===== src/rtl/spi_regfile_peripheral.sv =====
// SPI mode-0 peripheral that decodes framed write/read transactions into a register bank.
// Optional macro SPI_READBACK_EN adds cipo readback of the addressed register in read frames.
module spi_regfile_peripheral #(
  parameter int NUM_REGS    = 5,
  parameter int DATA_W      = 8,
  parameter int ADDR_W      = 7,
  parameter int SYNC_STAGES = 2
) (
  input  logic                       clk,
  input  logic                       rst_n,
  input  logic                       sclk,
  input  logic                       copi,
  input  logic                       ncs,
  output logic [NUM_REGS*DATA_W-1:0] regs_flat,
  output logic                       wr_strobe,
  output logic [ADDR_W-1:0]          wr_addr,
  output logic                       frame_err,
  output logic                       cipo,
  output logic                       cipo_oe
);

  localparam int FRAME_W = 1 + ADDR_W + DATA_W;
  localparam int CNT_W   = $clog2(FRAME_W + 2);

  typedef enum logic [1:0] {
    IDLE   = 2'd0,
    SHIFT  = 2'd1,
    COMMIT = 2'd2
  } state_t;

  state_t             state;
  logic [CNT_W-1:0]   bit_cnt;
  logic [FRAME_W-1:0] shreg;

  logic [SYNC_STAGES-1:0] sclk_sync;
  logic [SYNC_STAGES-1:0] copi_sync;
  logic [SYNC_STAGES-1:0] ncs_sync;
  logic                   sclk_prev;
  logic                   ncs_prev;

  // ncs synchroniser resets high so reset release never looks like a frame start.
  always_ff @(posedge clk or negedge rst_n) begin
    if (!rst_n) begin
      sclk_sync <= '0;
      copi_sync <= '0;
      ncs_sync  <= '1;
      sclk_prev <= 1'b0;
      ncs_prev  <= 1'b1;
    end else begin
      sclk_sync <= {sclk_sync[SYNC_STAGES-2:0], sclk};
      copi_sync <= {copi_sync[SYNC_STAGES-2:0], copi};
      ncs_sync  <= {ncs_sync[SYNC_STAGES-2:0], ncs};
      sclk_prev <= sclk_sync[SYNC_STAGES-1];
      ncs_prev  <= ncs_sync[SYNC_STAGES-1];
    end
  end

  logic sclk_s, copi_s, ncs_s;
  logic sclk_rise, ncs_fall, ncs_rise;

  assign sclk_s    = sclk_sync[SYNC_STAGES-1];
  assign copi_s    = copi_sync[SYNC_STAGES-1];
  assign ncs_s     = ncs_sync[SYNC_STAGES-1];
  assign sclk_rise = sclk_s & ~sclk_prev;
  assign ncs_fall  = ~ncs_s & ncs_prev;
  assign ncs_rise  = ncs_s & ~ncs_prev;

  logic              frame_rw;
  logic [ADDR_W-1:0] frame_addr;
  logic [DATA_W-1:0] frame_data;
  logic              frame_len_ok;
  logic              addr_ok;

  assign frame_rw     = shreg[FRAME_W-1];
  assign frame_addr   = shreg[FRAME_W-2 -: ADDR_W];
  assign frame_data   = shreg[DATA_W-1:0];
  assign frame_len_ok = (bit_cnt == CNT_W'(FRAME_W));
  assign addr_ok      = ({1'b0, frame_addr} < (ADDR_W+1)'(NUM_REGS));

  always_ff @(posedge clk or negedge rst_n) begin
    if (!rst_n) begin
      state     <= IDLE;
      bit_cnt   <= '0;
      shreg     <= '0;
      regs_flat <= '0;
      wr_strobe <= 1'b0;
      wr_addr   <= '0;
      frame_err <= 1'b0;
    end else begin
      wr_strobe <= 1'b0;
      frame_err <= 1'b0;
      case (state)
        IDLE: begin
          if (ncs_fall) begin
            state   <= SHIFT;
            bit_cnt <= '0;
            shreg   <= '0;
          end
        end
        SHIFT: begin
          if (ncs_rise) begin
            state <= COMMIT;
          end else if (sclk_rise) begin
            shreg <= {shreg[FRAME_W-2:0], copi_s};
            // Saturate one past a full frame so over-long frames stay detectable.
            if (bit_cnt != CNT_W'(FRAME_W + 1)) bit_cnt <= bit_cnt + 1'b1;
          end
        end
        COMMIT: begin
          state <= IDLE;
          if (!frame_len_ok) begin
            frame_err <= 1'b1;
          end else if (frame_rw) begin
            if (addr_ok) begin
              for (int i = 0; i < NUM_REGS; i++) begin
                if (frame_addr == ADDR_W'(i)) regs_flat[i*DATA_W +: DATA_W] <= frame_data;
              end
              wr_addr   <= frame_addr;
              wr_strobe <= 1'b1;
            end else begin
              frame_err <= 1'b1;
            end
          end
`ifdef SPI_READBACK_EN
          else if (!addr_ok) begin
            frame_err <= 1'b1;
          end
`endif
        end
        default: state <= IDLE;
      endcase
    end
  end

`ifdef SPI_READBACK_EN
  logic              sclk_fall;
  logic [ADDR_W:0]   hdr_next;
  logic              rd_load;
  logic [DATA_W-1:0] rd_data;
  logic [DATA_W-1:0] out_sr;

  assign sclk_fall = ~sclk_s & sclk_prev;
  assign hdr_next  = {shreg[ADDR_W-1:0], copi_s};
  // Load on the rising edge that completes the R/W + address header of a read.
  assign rd_load   = (state == SHIFT) && !ncs_rise && sclk_rise &&
                     (bit_cnt == CNT_W'(ADDR_W)) && !hdr_next[ADDR_W];

  always_comb begin
    rd_data = '0;
    for (int i = 0; i < NUM_REGS; i++) begin
      if (hdr_next[ADDR_W-1:0] == ADDR_W'(i)) rd_data = regs_flat[i*DATA_W +: DATA_W];
    end
  end

  always_ff @(posedge clk or negedge rst_n) begin
    if (!rst_n) begin
      out_sr  <= '0;
      cipo    <= 1'b0;
      cipo_oe <= 1'b0;
    end else begin
      cipo_oe <= ~ncs_s;
      if (ncs_s) begin
        out_sr <= '0;
        cipo   <= 1'b0;
      end else if (rd_load) begin
        out_sr <= rd_data;
      end else if (sclk_fall) begin
        cipo   <= out_sr[DATA_W-1];
        out_sr <= {out_sr[DATA_W-2:0], 1'b0};
      end
    end
  end
`else
  assign cipo    = 1'b0;
  assign cipo_oe = 1'b0;
`endif

endmodule

===== config.mk =====
export PLATFORM = sky130hd
export DESIGN_NAME = spi_regfile_peripheral
export DESIGN_NICKNAME = d
export VERILOG_FILES = /design/src/rtl/spi_regfile_peripheral.sv
export SDC_FILE = /design/constraint.sdc
export NUM_CORES = 1
export LEC_CHECK = 0
export ABC_CLOCK_PERIOD_IN_PS = 2220
export BUFFER_PORTS_ARGS = -buffer_cell sky130_fd_sc_hd__buf_2
export CORE_MARGIN = 4
export CORE_UTILIZATION = 55
export CTS_CLUSTER_DIAMETER = 60
export CTS_CLUSTER_SIZE = 24
export DETAILED_ROUTE_END_ITERATION = 8
export PLACE_DENSITY = 0.85
export SYNTH_ARGS = -nofsm -noshare
export SYNTH_HDL_FRONTEND = slang
export SYNTH_SLANG_ARGS = --single-unit

===== constraint.sdc =====
create_clock -name clk -period 2.22 [get_ports clk]
set_clock_uncertainty 0.15 [all_clocks]
set_input_delay 0.444 -clock clk [delete_from_list [all_inputs] [get_ports clk]]
set_output_delay 0.444 -clock clk [all_outputs]
set_load 0.005 [all_outputs]

Yosys cells after proc, flatten, opt, wreduce, memory -nomap -nowiden

Cells that the tools add are included.

Register bits: 80
Output and inout port bits: 51
Logic and storage cells: 69

Add/sub/neg operators: 1
Magnitude comparators: 1
Eq/ne operators: 13
Mux-type cells: 20
Bitwise operators: 6
Reduce and logical (&&, ||, !) cells: 12

Operators with widths:

| cell                                                                   | number |
|---|---|
| 16-bit 2-to-1 mux                                                      | 3 |
| 16-bit case mux with 2 select lines                                    | 1 |
| 5-bit AND reduction                                                    | 6 |
| 5-bit 2-to-1 mux                                                       | 4 |
| 7-bit by 2-bit equality test with 1-bit output (second input constant) | 2 |
| 2-bit != test (second input constant)                                  | 5 |
| 5-bit case mux with 2 select lines                                     | 1 |
| 1-bit 2-to-1 mux                                                       | 8 |
| 4-bit AND reduction                                                    | 2 |
| 7-bit by 1-bit equality test with 1-bit output (second input constant) | 1 |
| 7-bit by 3-bit equality test with 1-bit output (second input constant) | 1 |
| 7-bit logical NOT                                                      | 1 |
| 7-bit by 3-bit < comparator with 1-bit output (second input constant)  | 1 |
| 5-bit by 1-bit adder with 5-bit output (second input constant)         | 1 |
| 5-bit equality test (second input constant)                            | 1 |
| 5-bit != test (second input constant)                                  | 1 |
| 2-bit 2-to-1 mux                                                       | 2 |
| 2-bit case mux with 2 select lines                                     | 1 |
| 1-bit bitwise AND                                                      | 3 |
| 1-bit NOT                                                              | 3 |
| 2-bit by 1-bit equality test with 1-bit output (second input constant) | 1 |
| 2-bit equality test (second input constant)                            | 1 |
| 2-bit logical NOT                                                      | 1 |
| 2-bit AND reduction                                                    | 1 |
| 2-bit nonzero test                                                     | 1 |

Logic depth before layout (Yosys ltp)

Depth in word-level cells: 5
Gate-level depth with buffers: 8

Least setup slack after synthesis

Ideal clock, no wire load.

Path kind: register to register
Start: register bit_cnt[0]
End: register regs_flat[10]
Library setup time: 0.125 ns
Arrival time: 1.759 ns
Setup slack: 0.186 ns
Cell stages (with the launch flop): 9
Path buffers: 2
Clock period less this slack: 2.034 ns
Cell sequence: dfrtp_1 inv_1 ha_1 and4bb_4 and3_1 buf_6 and4b_1 buf_6 mux2_4

Word-level cells in the longest chain between the ends: 2

RTL lines:

| what                                 | line | source |
|---|---|---|
| from (decl)                          | 32   | `logic [CNT_W-1:0] bit_cnt;` |
| from (signal assigned)               | 106  | `if (bit_cnt != CNT_W'(FRAME_W + 1)) bit_cnt <= bit_cnt + 1'b1;` |
| 5-bit equality test                  | 77   | `assign frame_len_ok = (bit_cnt == CNT_W'(FRAME_W));` |
| 5-bit AND reduction (no source line) | -    |  |
| to (signal, indexed assignment)      | 116  | `if (frame_addr == ADDR_W'(i)) regs_flat[i*DATA_W +: DATA_W] <= frame_data;` |
| to (decl)                            | 14   | `output logic [NUM_REGS*DATA_W-1:0] regs_flat,` |

Every way passes these cells.
A chain may end at the register's enable or synchronous reset.

Final worst setup path

Start: register bit_cnt[0]
End: register regs_flat[23]

The elaborated chain is that of the path after synthesis.

==> out/summary.txt <==
CP max stage cell: dfrtp_1
GRT Total Usage: 18.5%
final net count: 286
met2 WL: 2890 µm
drt pass-1 iters: 4
first-pass GRT wire length: 10,200 µm
Worst Max-Slew Pin Slew: 743 ps
Max VDD drop: 0.485 mV
largest net degree at the start of global routing: 44
clk slew on worst S/H paths: 70 ps
Non-Filler Instances: 355
wire length on met1: 2670 µm
Synth Area in Compound Gates: 6.92%
vias per inst: 5.40
largest family of logic cells by synthesized area: multiplexers
CP startpoint: bit_cnt[0]
Post-Syn Instances: 215
Final TNS setup: 0 ps
CP top delay family: simple AND/OR/NAND/NOR gates
Root Buffer: clkbuf_8
WP depth: 7
Psw: 628 µW
Fin. Hold Viols: 0
R2R Setup Slk: 160 ps
CTS tree: built
Max H-tree Level: 3
initial core utilization: 57.1%
gpl congestion: 0.751
share of synthesized cell area in full adder, half adder and majority cells: 1.18%
final setup fails: 0
WL/cell: 16.8 µm
CTS Buffer Depth: 2
Startpoint Class: register
core footprint: 5570 µm²
Hold Crit Class: input pin to register
Num CTS Buffers: 9
Ports: 56
Post-Synth Simple-Gate Area: 9.63%
initial antenna violation count: 0
Netlist cell types: 38
crit end category: register
drt total wl: 5960 µm
Post-Syn Area: 3180 µm²
Buf/Inv on CP: 2
layout cells sized above 1: 44.9%
worst skew pair latency: 350 ps
critical path fanouts, max: 8
Cells after DPL: 338
unrepaired setup endpoints after global routing: no
multiplexer share of the synthesized area: 16.1%
Max Cap Viol: 0
clock network fraction of total power: 39.2%
Worst slew margin: 50.3%
Area Overhead vs Synth: 18.3%
Finished Core Util: 67.6%
RR Startpoint: bit_cnt[0]
worst setup path end: regs_flat[23]
post-route ant nets: 0
HPWL Detailed: 4050 µm
top layer in use: met4
Logic pwr share: 5.1%
Net Sw Frac: 22.8%
PwrDens: 730 nW/µm²
Tmin final: 2060 ps
slowest cell delay on critical path: 420 ps
Core Rows: 27
Pint: 2.12 mW
drt drc: 0
Iteration-0 DRC Markers: 112
die height: 84.1 µm
met3 WL: 317 µm
die area: 7070 µm²
# port buffers: 53
status: complete, no violations
GRT overflow: 0
Max Fclk: 0.484 GHz
Final Slew Violations: 0
vias: 1,916
Reg2Reg Depth: 7
worst hold slack: 42.1 ps
worst setup margin: 155 ps
vias in the first global route: 2,002
Data required, critical path: 2300 ps
CTS Sinks: 80
sequential cell area fraction in the yosys report: 63.0%
sequential share of power: 55.8%
Setup CP Type: register to register
Post-Synth XOR/XNOR Area: 0%
pre-CTS setup slack: 11.3 ps
CP cell instances: inv_1 > ha_1 > and4bb_4 > and3_4 > buf_4 > nand4b_4 > mux2_2
Arr. time, crit path: 2140 ps
Die X: 84.1 µm
Setup Fix Bufs, Post-CTS: 0
Yosys reg bits: 80
# diodes: 0
Final Cycle Share: 93.0%
R2R Path End: regs_flat[23]
synth warn: 0
Syn Area/Cell: 14.8 µm²
Leak: 2.03 nW
-- metrics by stage --
step                      area (µm²)  total power, mW
final                           3770             2.75
after global routing            3770             2.88
after CTS                       3750             2.77
after detailed placement        3540             1.70
after global placement          3540             1.69
after floorplan                 3190             1.64
-- synth_stat cells, drive strengths merged --
master,number,area (µm²)
o21ai,6,30.0
dfrtp,77,1930
and3b,1,8.76
o31ai,1,7.51
o31a,1,8.76
and4bb,1,16.3
nand3,6,40.0
nand2,9,33.8
inv,6,22.5
nor4,1,21.3
and4b,1,10.0
and3,2,12.5
mux2i,1,10.0
clkbuf,2,7.51
ha,3,37.5
nor2b,2,12.5
mux2,42,503
o41ai,1,8.76
or4b,1,10.0
nor2,5,18.8
nand4b,1,23.8
a22o,16,140
conb,1,3.75
buf,8,66.3
nand2b,3,18.8
nor3,3,20.0
nor3b,1,7.51
dfstp,3,78.8
nand4,2,27.5
and2,4,25.0
a21oi,3,15.0
a32o,1,10.0
-- sequential cells by signal, indices dropped and copies added (netlist names) --
register	cells
regs_flat	40
shreg	16
wr_addr	7
bit_cnt	5
copi_sync	2
ncs_sync	2
sclk_sync	2
state	2
frame_err	1
ncs_prev	1
sclk_prev	1
wr_strobe	1
-- cells in the final DEF, fill, tap and decap left out, types with 2 or more instances in the layout --
cell type,count
nor2b_1,2
nor2_1,5
clkbuf_8,11
dfrtp_1,77
o21ai_0,6
a21oi_1,3
nand3_1,4
ha_1,3
nand2b_1,3
mux2_2,34
buf_4,7
nor3_1,2
buf_2,52
conb_1,2
a22o_1,16
inv_1,6
and2_1,4
mux2_4,8
clkbuf_1,2
nand2_1,9
dfstp_2,3
-- kinds of logic after synthesis --
group,after synthesis
compound gates,29
fa+ha+maj,3
buf+inv,16
flops,80
mux,43
other cells,1
simple gates,43
-- worst reg2reg max path: stages (launching register included) --
cell and delay (ps):
dfrtp_1 420, inv_1 90, ha_1 140, and4bb_4 240, and3_4 210, buf_4 150, nand4b_4 200, mux2_2 350
-- worst min path at each step --
stage                          to  startpoint  slack, ps  cells after the start
finish                ncs_sync[0]         ncs         40                      1
global route          ncs_sync[0]         ncs         20                      1
CTS                   ncs_sync[0]         ncs         30                      1
detailed placement  regs_flat[30]       rst_n        180                      1
global placement    regs_flat[37]       rst_n        170                      1
floorplan              bit_cnt[0]       rst_n         -2                      0
-- power groups by stage --
| stage | sequential [mW] | clock (mW) | combinational [mW] |
|---|---|---|---|
| floorplan | 1.55 | 0 | 0.0899 |
| global placement | 1.56 | 0 | 0.130 |
| detailed placement | 1.56 | 0 | 0.137 |
| CTS | 1.53 | 1.10 | 0.140 |
| global route | 1.54 | 1.18 | 0.158 |
| finish | 1.53 | 1.08 | 0.139 |
-- per-layer routing --
metal  vias up  track usage, %
met3        10            5.82
met4         0            6.58
met2        57            29.1
met1       958            24.2
met5         -               0
li1        891               -
-- final cells by class --
type / instances / area, µm²
sequential: 80 / 2010
fill: 400 / 1810
multi-input combinational: 120 / 1100
timing repair buffer: 61 / 343
clock buffer: 13 / 159
tap: 72 / 90.1
clock inverter: 3 / 42.5
inverter: 6 / 22.5
-- repair_timing --
item | CTS | global route
hold buffers | 1 | 0
setup endpoints to repair | 1 | 34
hold endpoints to repair | 16 | 0
gates resized for setup | 1 | 3
No activity file was read; power rests on OpenSTA's default activity.
